File: src/rtl/axi_node_pkg.sv
// Shared definitions for the AXI node read path.
//   route_idx_w : width of the routing index prepended to ARID
//   ARLEN_W, ARSIZE_W, ARBURST_W : fixed AXI AR control field widths
//   ar_ctrl_t   : width-independent part of the AR payload (len/size/burst)
package axi_node_pkg;

  localparam int ARLEN_W   = 8;
  localparam int ARSIZE_W  = 3;
  localparam int ARBURST_W = 2;

  // Number of index bits needed to name one of n_init initiators.
  // Clamped to 1 so a degenerate configuration still yields a legal vector.
  function automatic int route_idx_w(input int n_init);
    return (n_init < 2) ? 1 : $clog2(n_init);
  endfunction

  typedef struct packed {
    logic [ARLEN_W-1:0]   len;
    logic [ARSIZE_W-1:0]  size;
    logic [ARBURST_W-1:0] burst;
  } ar_ctrl_t;

endpackage

File: src/rtl/axi_rr_arb_tree_ptr.sv
// Combinational round-robin picker.
//   req_i         : request vector, one bit per requester
//   ptr_i         : index with highest priority this cycle (< N_REQ)
//   grant_idx_o   : first set request at or above ptr_i, wrapping to 0
//   grant_valid_o : any request present
module axi_rr_arb_tree_ptr #(
  parameter int N_REQ = 4,
  parameter int IDX_W = 2
) (
  input  logic [N_REQ-1:0] req_i,
  input  logic [IDX_W-1:0] ptr_i,
  output logic [IDX_W-1:0] grant_idx_o,
  output logic             grant_valid_o
);

  logic [IDX_W-1:0] hi_idx;
  logic [IDX_W-1:0] lo_idx;
  logic             hi_vld;
  logic             lo_vld;

  // Requests at or above ptr win over wrapped ones below ptr. Scanning
  // downward lets the lowest index in each half overwrite the others, so
  // no "found" flag is needed. The wrap is a plain compare, which keeps
  // non-power-of-two requester counts correct.
  always_comb begin
    hi_idx = '0;
    hi_vld = 1'b0;
    lo_idx = '0;
    lo_vld = 1'b0;
    for (int i = N_REQ - 1; i >= 0; i--) begin
      if (req_i[i]) begin
        if (IDX_W'(i) >= ptr_i) begin
          hi_idx = IDX_W'(i);
          hi_vld = 1'b1;
        end else begin
          lo_idx = IDX_W'(i);
          lo_vld = 1'b1;
        end
      end
    end
    grant_valid_o = hi_vld | lo_vld;
    grant_idx_o   = hi_vld ? hi_idx : lo_idx;
  end

endmodule

File: src/rtl/axi_request_arbiter_ar.sv
// AR-channel round-robin arbiter: N_INIT_PORT initiators onto one target.
// The winner's index is prepended to its ARID so R beats can be routed back,
// and the target side is driven from a one-entry register slice.
//   clk, rst            : clock, synchronous active-high reset
//   arvalid_i/arready_o : per-initiator AR handshake
//   ar*_i               : packed per-initiator payload, slice i = port i
//   arvalid_o/arready_i : target AR handshake
//   ar*_o               : registered payload, arid_o = {grant index, arid}
// Handshake: a transfer happens on a port in every cycle where its valid and
// ready are both high; valid must not depend on ready, and once arvalid_o is
// raised the payload holds until arready_i is seen high.
module axi_request_arbiter_ar
  import axi_node_pkg::*;
#(
  parameter int N_INIT_PORT = 4,
  parameter int AXI_ID_IN   = 16,
  parameter int AXI_ID_OUT  = AXI_ID_IN + $clog2(N_INIT_PORT),
  parameter int AXI_ADDR_W  = 32,
  parameter int AXI_USER_W  = 6
) (
  input  logic                              clk,
  input  logic                              rst,
  input  logic [N_INIT_PORT-1:0]            arvalid_i,
  output logic [N_INIT_PORT-1:0]            arready_o,
  input  logic [N_INIT_PORT*AXI_ID_IN-1:0]  arid_i,
  input  logic [N_INIT_PORT*AXI_ADDR_W-1:0] araddr_i,
  input  logic [N_INIT_PORT*ARLEN_W-1:0]    arlen_i,
  input  logic [N_INIT_PORT*ARSIZE_W-1:0]   arsize_i,
  input  logic [N_INIT_PORT*ARBURST_W-1:0]  arburst_i,
  input  logic [N_INIT_PORT*AXI_USER_W-1:0] aruser_i,
  output logic                              arvalid_o,
  input  logic                              arready_i,
  output logic [AXI_ID_OUT-1:0]             arid_o,
  output logic [AXI_ADDR_W-1:0]             araddr_o,
  output logic [ARLEN_W-1:0]                arlen_o,
  output logic [ARSIZE_W-1:0]               arsize_o,
  output logic [ARBURST_W-1:0]              arburst_o,
  output logic [AXI_USER_W-1:0]             aruser_o
);

  localparam int IDX_W = route_idx_w(N_INIT_PORT);

  // Full AR payload carried as one vector; widths follow the parameters,
  // so the struct lives here rather than in the shared package.
  typedef struct packed {
    logic [AXI_ID_OUT-1:0] id;
    logic [AXI_ADDR_W-1:0] addr;
    ar_ctrl_t              ctrl;
    logic [AXI_USER_W-1:0] user;
  } ar_payload_t;

  ar_payload_t      payload_q, payload_d, cand;
  logic             valid_q, valid_d;
  logic [IDX_W-1:0] ptr_q, ptr_d;
  logic [IDX_W-1:0] grant_idx;
  logic             grant_valid;
  logic             can_load;
  logic             load;

  axi_rr_arb_tree_ptr #(
    .N_REQ (N_INIT_PORT),
    .IDX_W (IDX_W)
  ) u_arb (
    .req_i         (arvalid_i),
    .ptr_i         (ptr_q),
    .grant_idx_o   (grant_idx),
    .grant_valid_o (grant_valid)
  );

  // The slice accepts when empty or when its current entry leaves this cycle.
  // Reset blocks acceptance so nothing is consumed in the reset cycle.
  assign can_load = ~valid_q | arready_i;
  assign load     = can_load & grant_valid & ~rst;

  // Select the granted port's payload and extend its ID with the index.
  always_comb begin
    cand = '0;
    for (int i = 0; i < N_INIT_PORT; i++) begin
      if (grant_idx == IDX_W'(i)) begin
        cand.id         = AXI_ID_OUT'({grant_idx, arid_i[i*AXI_ID_IN +: AXI_ID_IN]});
        cand.addr       = araddr_i[i*AXI_ADDR_W +: AXI_ADDR_W];
        cand.ctrl.len   = arlen_i[i*ARLEN_W +: ARLEN_W];
        cand.ctrl.size  = arsize_i[i*ARSIZE_W +: ARSIZE_W];
        cand.ctrl.burst = arburst_i[i*ARBURST_W +: ARBURST_W];
        cand.user       = aruser_i[i*AXI_USER_W +: AXI_USER_W];
      end
    end
  end

  always_comb begin
    arready_o = '0;
    for (int i = 0; i < N_INIT_PORT; i++) begin
      arready_o[i] = load & (grant_idx == IDX_W'(i));
    end
  end

  always_comb begin
    valid_d   = valid_q;
    payload_d = payload_q;
    ptr_d     = ptr_q;
    if (load) begin
      // Load wins over drain, so a drain+load cycle keeps valid high.
      valid_d   = 1'b1;
      payload_d = cand;
      ptr_d     = (grant_idx == IDX_W'(N_INIT_PORT - 1)) ? '0 : grant_idx + IDX_W'(1);
    end else if (valid_q & arready_i) begin
      valid_d = 1'b0;
    end
  end

  always_ff @(posedge clk) begin
    if (rst) begin
      valid_q   <= 1'b0;
      payload_q <= '0;
      ptr_q     <= '0;
    end else begin
      valid_q   <= valid_d;
      payload_q <= payload_d;
      ptr_q     <= ptr_d;
    end
  end

  assign arvalid_o = valid_q;
  assign arid_o    = payload_q.id;
  assign araddr_o  = payload_q.addr;
  assign arlen_o   = payload_q.ctrl.len;
  assign arsize_o  = payload_q.ctrl.size;
  assign arburst_o = payload_q.ctrl.burst;
  assign aruser_o  = payload_q.user;

endmodule
File: config.mk
export PLATFORM = sky130hd
export DESIGN_NAME = axi_request_arbiter_ar
export DESIGN_NICKNAME = d
export VERILOG_FILES = /design/src/rtl/axi_node_pkg.sv /design/src/rtl/axi_rr_arb_tree_ptr.sv /design/src/rtl/axi_request_arbiter_ar.sv
export SDC_FILE = /design/constraint.sdc
export NUM_CORES = 1
export LEC_CHECK = 0
export ABC_AREA = 1
export BUFFER_PORTS_ARGS = -buffer_cell sky130_fd_sc_hd__buf_2
export CORE_AREA = 2 2 135 137
export DETAILED_ROUTE_END_ITERATION = 10
export DIE_AREA = 0 0 137 139
export GPL_ROUTABILITY_DRIVEN = 0
export HOLD_SLACK_MARGIN = 0.05
export PLACE_DENSITY = 0.59
export SLEW_MARGIN = 20
export SYNTH_ARGS = -nofsm -noshare
export SYNTH_HDL_FRONTEND = slang
export SYNTH_SLANG_ARGS = --single-unit
File: constraint.sdc
create_clock -name clk -period 1.9 [get_ports clk]
set_input_delay 0.19 -clock clk [delete_from_list [all_inputs] [get_ports clk]]
set_output_delay 0.19 -clock clk [all_outputs]
set_load 0.05 [all_outputs]
==> results of run 1 <==
==> logic make-up after synthesis <==
group	Yosys count
buffers and inverters	83
AOI/OAI and AO/OA	206
DFF	72
and+or+nand+nor	442
adders and majority gates	4
==> per-stage QoR <==
| stage | area (um2) | std cells |
|---|---|---|
| 2_1_floorplan | 5235 | 807 |
| 3_3_place_gp | 7358 | 1362 |
| 3_5_place_dp | 7358 | 1362 |
| 4_1_cts | 8272 | 1400 |
| 5_1_grt | 8469 | 1402 |
| 6_report | 8469 | 1402 |
==> cells in the mapped netlist, types with 2 or more instances <==
master / instances
nand2_1: 356
o21ai_0: 94
dfxtp_1: 72
a21oi_1: 71
nand3_2: 50
o21ai_1: 40
buf_2: 31
clkbuf_1: 22
nand3_1: 19
inv_1: 15
nor2_1: 7
buf_12: 6
buf_1: 4
buf_4: 4
ha_1: 4
nand2_2: 3
nand2_4: 3
nor2_2: 2
==> power by group <==
group	total (uW)	internal, uW	switching [uW]	leakage, uW
Combinational	7490	2690	4800	0.00360
Sequential	2350	2030	322	0.000597
Clock	1850	1180	665	0.000152
Total	11700	5900	5790	0.00435
==> cell type report <==
cell class | count | area (um2) | share of cell area (%)
multi-input combinational | 652 | 3603 | 42.55
timing repair buffer | 417 | 2736 | 32.31
sequential | 72 | 1444 | 17.05
tap | 229 | 286.5 | 3.383
clock buffer | 11 | 242.7 | 2.866
clock inverter | 5 | 80.08 | 0.9455
inverter | 16 | 76.32 | 0.9012
==> routing by layer <==
metal	track usage [%]	part of all wire (%)
met1	28.11	42
met2	37.39	49
met3	5.080	6.8
met4	5.100	1.9
met5	0	0.058
==> registers in the layout, summed over array words and instances, names as in the netlist <==
register and cells:
aruser_o 6, ptr_q 2, arburst_o 2, arsize_o 3
arlen_o 8, arid_o 18, araddr_o 32, arvalid_o 1
==> worst max-delay path, stage by stage, from the launching register on <==
cell,delay [ns]
dfxtp_2,0.34
nand2_2,0.10
nand2_2,0.08
nand2_4,0.11
inv_4,0.04
a21oi_4,0.16
inv_2,0.08
ha_4,0.19
nor2_4,0.10
buf_12,0.15
buf_8,0.12
buf_12,0.12
nand2_1,0.05
nand2_1,0.05
o21ai_1,0.06
o21ai_1,0.17
nand2_1,0.07
nand2_1,0.05
==> path summary, 6_finish.rpt <==
path | slack, ns | cells after the start | endpoint | start
min reg2reg | 0.46 | 2 | araddr_o[9]$_SDFFE_PP0P_ | araddr_o[9]$_SDFFE_PP0P_
max reg2reg | -0.22 | 17 | araddr_o[21]$_SDFFE_PP0P_ | ptr_q[1]$_SDFFE_PP0P_
max | -0.22 | 17 | araddr_o[21]$_SDFFE_PP0P_ | ptr_q[1]$_SDFFE_PP0P_
min | 0.15 | 5 | araddr_o[17]$_SDFFE_PP0P_ | araddr_i[113]
==> timing repair <==
item                                   in CTS  in global routing
resized for setup                         133                 61
endpoints found under the hold margin       1                  0
pin swaps                                  16                 47
buffers inserted                           17                  2
hold buffers                                1                  0
cloned                                      5                  2
setup endpoints to repair                  71                 72
==> results.md, run 1 <==
- Adder-cell share of the synthesized area: less than 1%
- Most frequent cells in the layout: 344 x buf_2, 317 x nand2_1, 90 x o21ai_1, 70 x dfxtp_1, 50 x nand3_2
- Minimum clock period: 2.123 ns
- Mux share of post-synthesis cell area: 0%
- Clk_lat worst skew: ~0.33 ns
- Setup TNS: -8.754 ns
- Simple-Gate Fraction of Synth Area: roughly 41%
- Slew Viols, Final: 0
- Yosys synthesis warning count: 0
- Clock Tree Buf Depth: 2
- CP required: 2.18 ns
- DRT Pass-1 Iters: 7
- Unrepaired setup endpoints after global routing: true
- Core area: 0.01766 mm2
- Post-synthesis cell area: 0.005051 mm2
- CP arrival: 2.40 ns
- Ys flop type: dfxtp_1
- Clock-pin slew on the worst setup and hold paths: 0.06 ns
- Final hold viol count: 0
- Clock sinks: between 70 and 80
- DRC Markers: 0
- Combinational family with the most area after synthesis: simple AND/OR/NAND/NOR gates
- Leakage power: roughly 0.0044 uW
- FF+latch count, synth: 72
- Clock root buffer: clkbuf_16
- Setup crit end kind: flop
- Final worst slack: -0.2232 ns
- Number of diodes: 0
- Worst Path Max Fanout: 8
- Post-synthesis xor/xnor area fraction: 0%
- Antenna violations before repair: 1
- Row cnt: 49
- VDD IR max: 0.7521 mV
- Area leader, netlist: dfxtp_1
- Port Buffers: 348
- Pwr dens: 1380 mW/mm2
- Routed vias: 6676
- Via density: 4.762
- First-pass GRT wire length: 32950 um
- Failing checks: negative setup slack
- Most common cell after layout, fill and taps aside: buf_2
- Initial DRC count: 327
- Worst slew pin tran: 0.4629 ns
- Hold WC Path Type: in -> reg
- Fmax achieved: 0.4710 GHz
- Clk_skew: 0.008568 ns
- Status: finished, violations left
- Die area: 0.01904 mm2
- Tightest hold margin: 0.1499 ns
- Pwr Total: 11690 uW
- Placement Setup Slack: -0.1943 ns
- Area delta synth->final: 67.67%
- Layout cells sized above 1: 50.72%
- Avg Inst Size Synth: around 6.3 um2
- H-tree depth: 3
- Wire per inst: 16.05 um
- Post-Route WL: 22510 um
- Ys async rst share: 0%
- Syn nets: 1086
- Share of the synthesized area in the top cell type: 28.54%
- DRT antenna net count: 0
- Cells after Synth: 807
- Die Wd: approximately 140 um
- Layout fillers: 1848
- Final worst path period share: 111.7%
- Fin util: 47.97%
- Synth top area cells: dfxtp_1 29%, nand2_1 26%, nand3_2 9.9%
- Nets@finish: about 1400
- Worst slew margin: 69.14%
- WS Path Type: reg -> reg
- CTS Buf Count: 9
- Total of max-cap violations: 0
- Critical path startpoint category: flop
- Die Height: roughly 140 um
- Initial Utilization: 28.61%
- Synth cell types: 22
- CTS tree: done
- Compound-cell area share of the yosys netlist: approximately a fifth
- Dpl hpwl: between 15000 and 20000 um
- Post-synthesis sequential area ratio: 28.54%
- Vias in the first global route: 6296
- # setup viols final: 71
- Overflow after GRT: 0
- Post-synth EDFFs: 0
- Largest net degree at the start of global routing: 71
- Total GRT Usage: 22.03%
- IO Pins: between 300 and 400
Note: power is estimated with default switching activity, not from simulation.
==> run 2: changes to the inputs <==
- REMOVE_ABC_BUFFERS: not set -> 1
- SKIP_LAST_GASP: not set -> 1
- SLEW_MARGIN: 20 -> not set
==> run 2 against run 1 <==
The run still ends with negative setup slack left; setup slack better by 0.040 ns; first-iteration DRC count is 29% lower; design area is 4.2% lower; wire length is 7.9% lower; sequential share of layout area is 0.82 points higher; hold slack worse by 0.086 ns; power is 3.4% lower; critical path type unchanged; critical endpoint is now araddr_o[25]$_SDFFE_PP0P_; largest cell class unchanged; highest routed layer is now met4.
==> results.md, run 2 (same netlist as run 1, synthesis figures left out) <==
- Total GRT Usage: 20.72% (-1.3 points)
- Post-Route WL: 20740 um (-7.9%)
- Crit. Startpoint: ptr_q[0]$_SDFFE_PP0P_
- Setup crit end kind: flop
- Pwr Total: 11290 uW (-3.4%)
- DRT Pass-1 Iters: 4 (-3)
- Row cnt: 49 (unchanged)
- Status: finished, violations left
- Critical path's top delay family: simple AND/OR/NAND/NOR gates
- Wire per inst: 15.04 um (-6.3%)
- Overflow after GRT: 0 (unchanged)
- Final hold viol count: 0 (unchanged)
- Core area: 0.01766 mm2 (unchanged)
- RR Startpoint: ptr_q[0]$_SDFFE_PP0P_
- Unrepaired setup endpoints after global routing: true
- Clock root buffer: clkbuf_16
- Worst slew pin tran: 0.4457 ns (-0.01712 ns)
- Clk_lat worst skew: 0.34 ns (about the same)
- Layout fillers: 1880 (+1.7%)
- Slew Viols, Final: 0 (unchanged)
- Most frequent cells in the layout: 344 x buf_2, 315 x nand2_1, 84 x o21ai_1, 70 x dfxtp_1, 62 x a21oi_1
- CP required: 2.18 ns (about the same)
- Vias in the first global route: 6120 (-2.8%)
- Via density: 4.716 (-0.95%)
- Failing checks: negative setup slack
- Final worst slack: -0.1835 ns (+0.03965 ns)
- Largest register FFs: 32 (unchanged)
- # setup viols final: 71 (unchanged)
- Crit-path cells: nor2_4 -> nand2_4 -> nand2_4 -> nor2_8 -> nand2_2 -> nand2_4 -> inv_4 -> ha_4 -> inv_4 -> nor2_4 -> buf_6 -> clkbuf_16 -> nand2_1 -> nand2_1 -> o21ai_0 -> o21ai_1 -> nand2_1 -> nand2_1
- DRC Markers: 0 (unchanged)
- Hold path start: rst
- Die area: 0.01904 mm2 (unchanged)
- Clock-pin slew on the worst setup and hold paths: 0.06 ns (about the same)
- Placed Cells: 1344 (-1.3%)
- Final worst path period share: 109.7% (-2.1 points)
- Number of diodes: 0 (unchanged)
- Initial Utilization: 28.61% (unchanged)
- Hold WC Path Type: in -> reg
- Minimum clock period: 2.084 ns (-0.03965 ns)
- WS Path Type: reg -> reg
- Die Wd: 137 um (unchanged)
- Setup TNS: -7.619 ns (+1.135 ns)
- Area delta synth->final: 60.56%
- DRT antenna net count: 0 (unchanged)
- Worst slew margin: 70.28% (+1.1 points)
- Nets@finish: 1424 (-1.6%)
- Final non-filler cell total: 1379 (-1.6%)
- H-tree depth: 3 (unchanged)
- Worst Path Max Fanout: 10 (+2)
- Layout cells sized above 1: 47.91% (-2.8 points)
- DP Area: 0.007086 mm2 (-3.7%)
- Area occupied by multi-input gates: 0.003512 mm2 (-2.5%)
- Most common cell after layout, fill and taps aside: buf_2
- Largest net degree at the start of global routing: 71 (unchanged)
- CTS Buf Count: 9 (unchanged)
- Clk_skew: 0.008361 ns (-0.0002074 ns)
- Register Area: 0.001449 mm2 (+0.35%)
- Routed vias: 6504 (-2.6%)
- Initial DRC count: 231 (-29%)
- CTS tree: done
- Crit path largest cell delay: 0.36 ns (+0.02 ns)
- Die Height: 139 um (unchanged)
- Dpl hpwl: 13970 um (-11%)
- First-pass GRT wire length: 31080 um (-5.7%)
- Final Cell Area: 0.008110 mm2 (-4.2%)
- Clock sinks: 72 (unchanged)
- Crit-path slowest cell: dfxtp_4
- Pwr dens: 1392 mW/mm2 (+0.86%)
- VDD IR max: 0.6452 mV (-14%)
- CP arrival: 2.37 ns (-0.03 ns)
- IO Pins: 349 (unchanged)
- Leakage power: 0.004221 uW (-3.0%)
- Clock Tree Buf Depth: 2 (unchanged)
- Antenna violations before repair: 0 (-1)
- Buffers and inverters on the worst path: 4 (-1)
- Hold Buf Count CTS: 0 (-1)
- Total of max-cap violations: 0 (unchanged)
- CP dominant cell by count: nand2_1
- Fmax achieved: 0.4800 GHz (+1.9%)
- Critical path startpoint category: flop
- Port Buffers: 348 (unchanged)
## run 2: metrics by stage
stage	utilization (%)	setup WS, ns	hold WS, ns
6_report	45.93	-0.1835	0.06441
2_1_floorplan	-	-2.295	0.2591
4_1_cts	44.65	-0.2003	0.05086
3_3_place_gp	40.13	-0.3370	0.4084
5_1_grt	45.93	-0.3041	0.07379
3_5_place_dp	40.13	-0.3797	0.4134
## run 2: final cells by class
cell class              count  share of cell area [%]
clock inverters             4                  0.9256
repair buffers            394                   30.18
flip-flops and latches     72                   17.86
inverters                  16                  0.9102
well taps                 229                   3.533
clock buffers              12                   3.286
multi-input cells         652                   43.30
## run 2: repair_timing
action | 4_1_cts | 5_1_grt
setup buffers | 15 | 2
endpoints found under the setup margin | 72 | 72
resized for setup | 97 | 92
cloned | 5 | 3
pin swaps | 26 | 47
hold endpoints to repair | 0 | 0
## run 2: path summary, 6_finish.rpt
kind / slack, ns / to / cells past startpoint
worst max-delay path: -0.18 / araddr_o[25]$_SDFFE_PP0P_ / 18
worst min-delay path: 0.06 / arid_o[16]$_SDFFE_PP0P_ / 2
worst max register to register: -0.18 / araddr_o[25]$_SDFFE_PP0P_ / 18
worst min register to register: 0.45 / araddr_o[7]$_SDFFE_PP0P_ / 2
## run 2: power breakdown
part	total (uW)	switching, uW	internal (uW)
sequential	2360	327	2030
combinational	7000	4620	2380
clock	1920	667	1260
## run 2: routing by layer
metal	track usage, %	share of wire, %	vias to the layer above
li1	-	-	3316
met1	25.18	42	2923
met2	35.59	49	241
met3	4.423	7.1	24
met4	7.488	1.8	0
met5	0	0	-
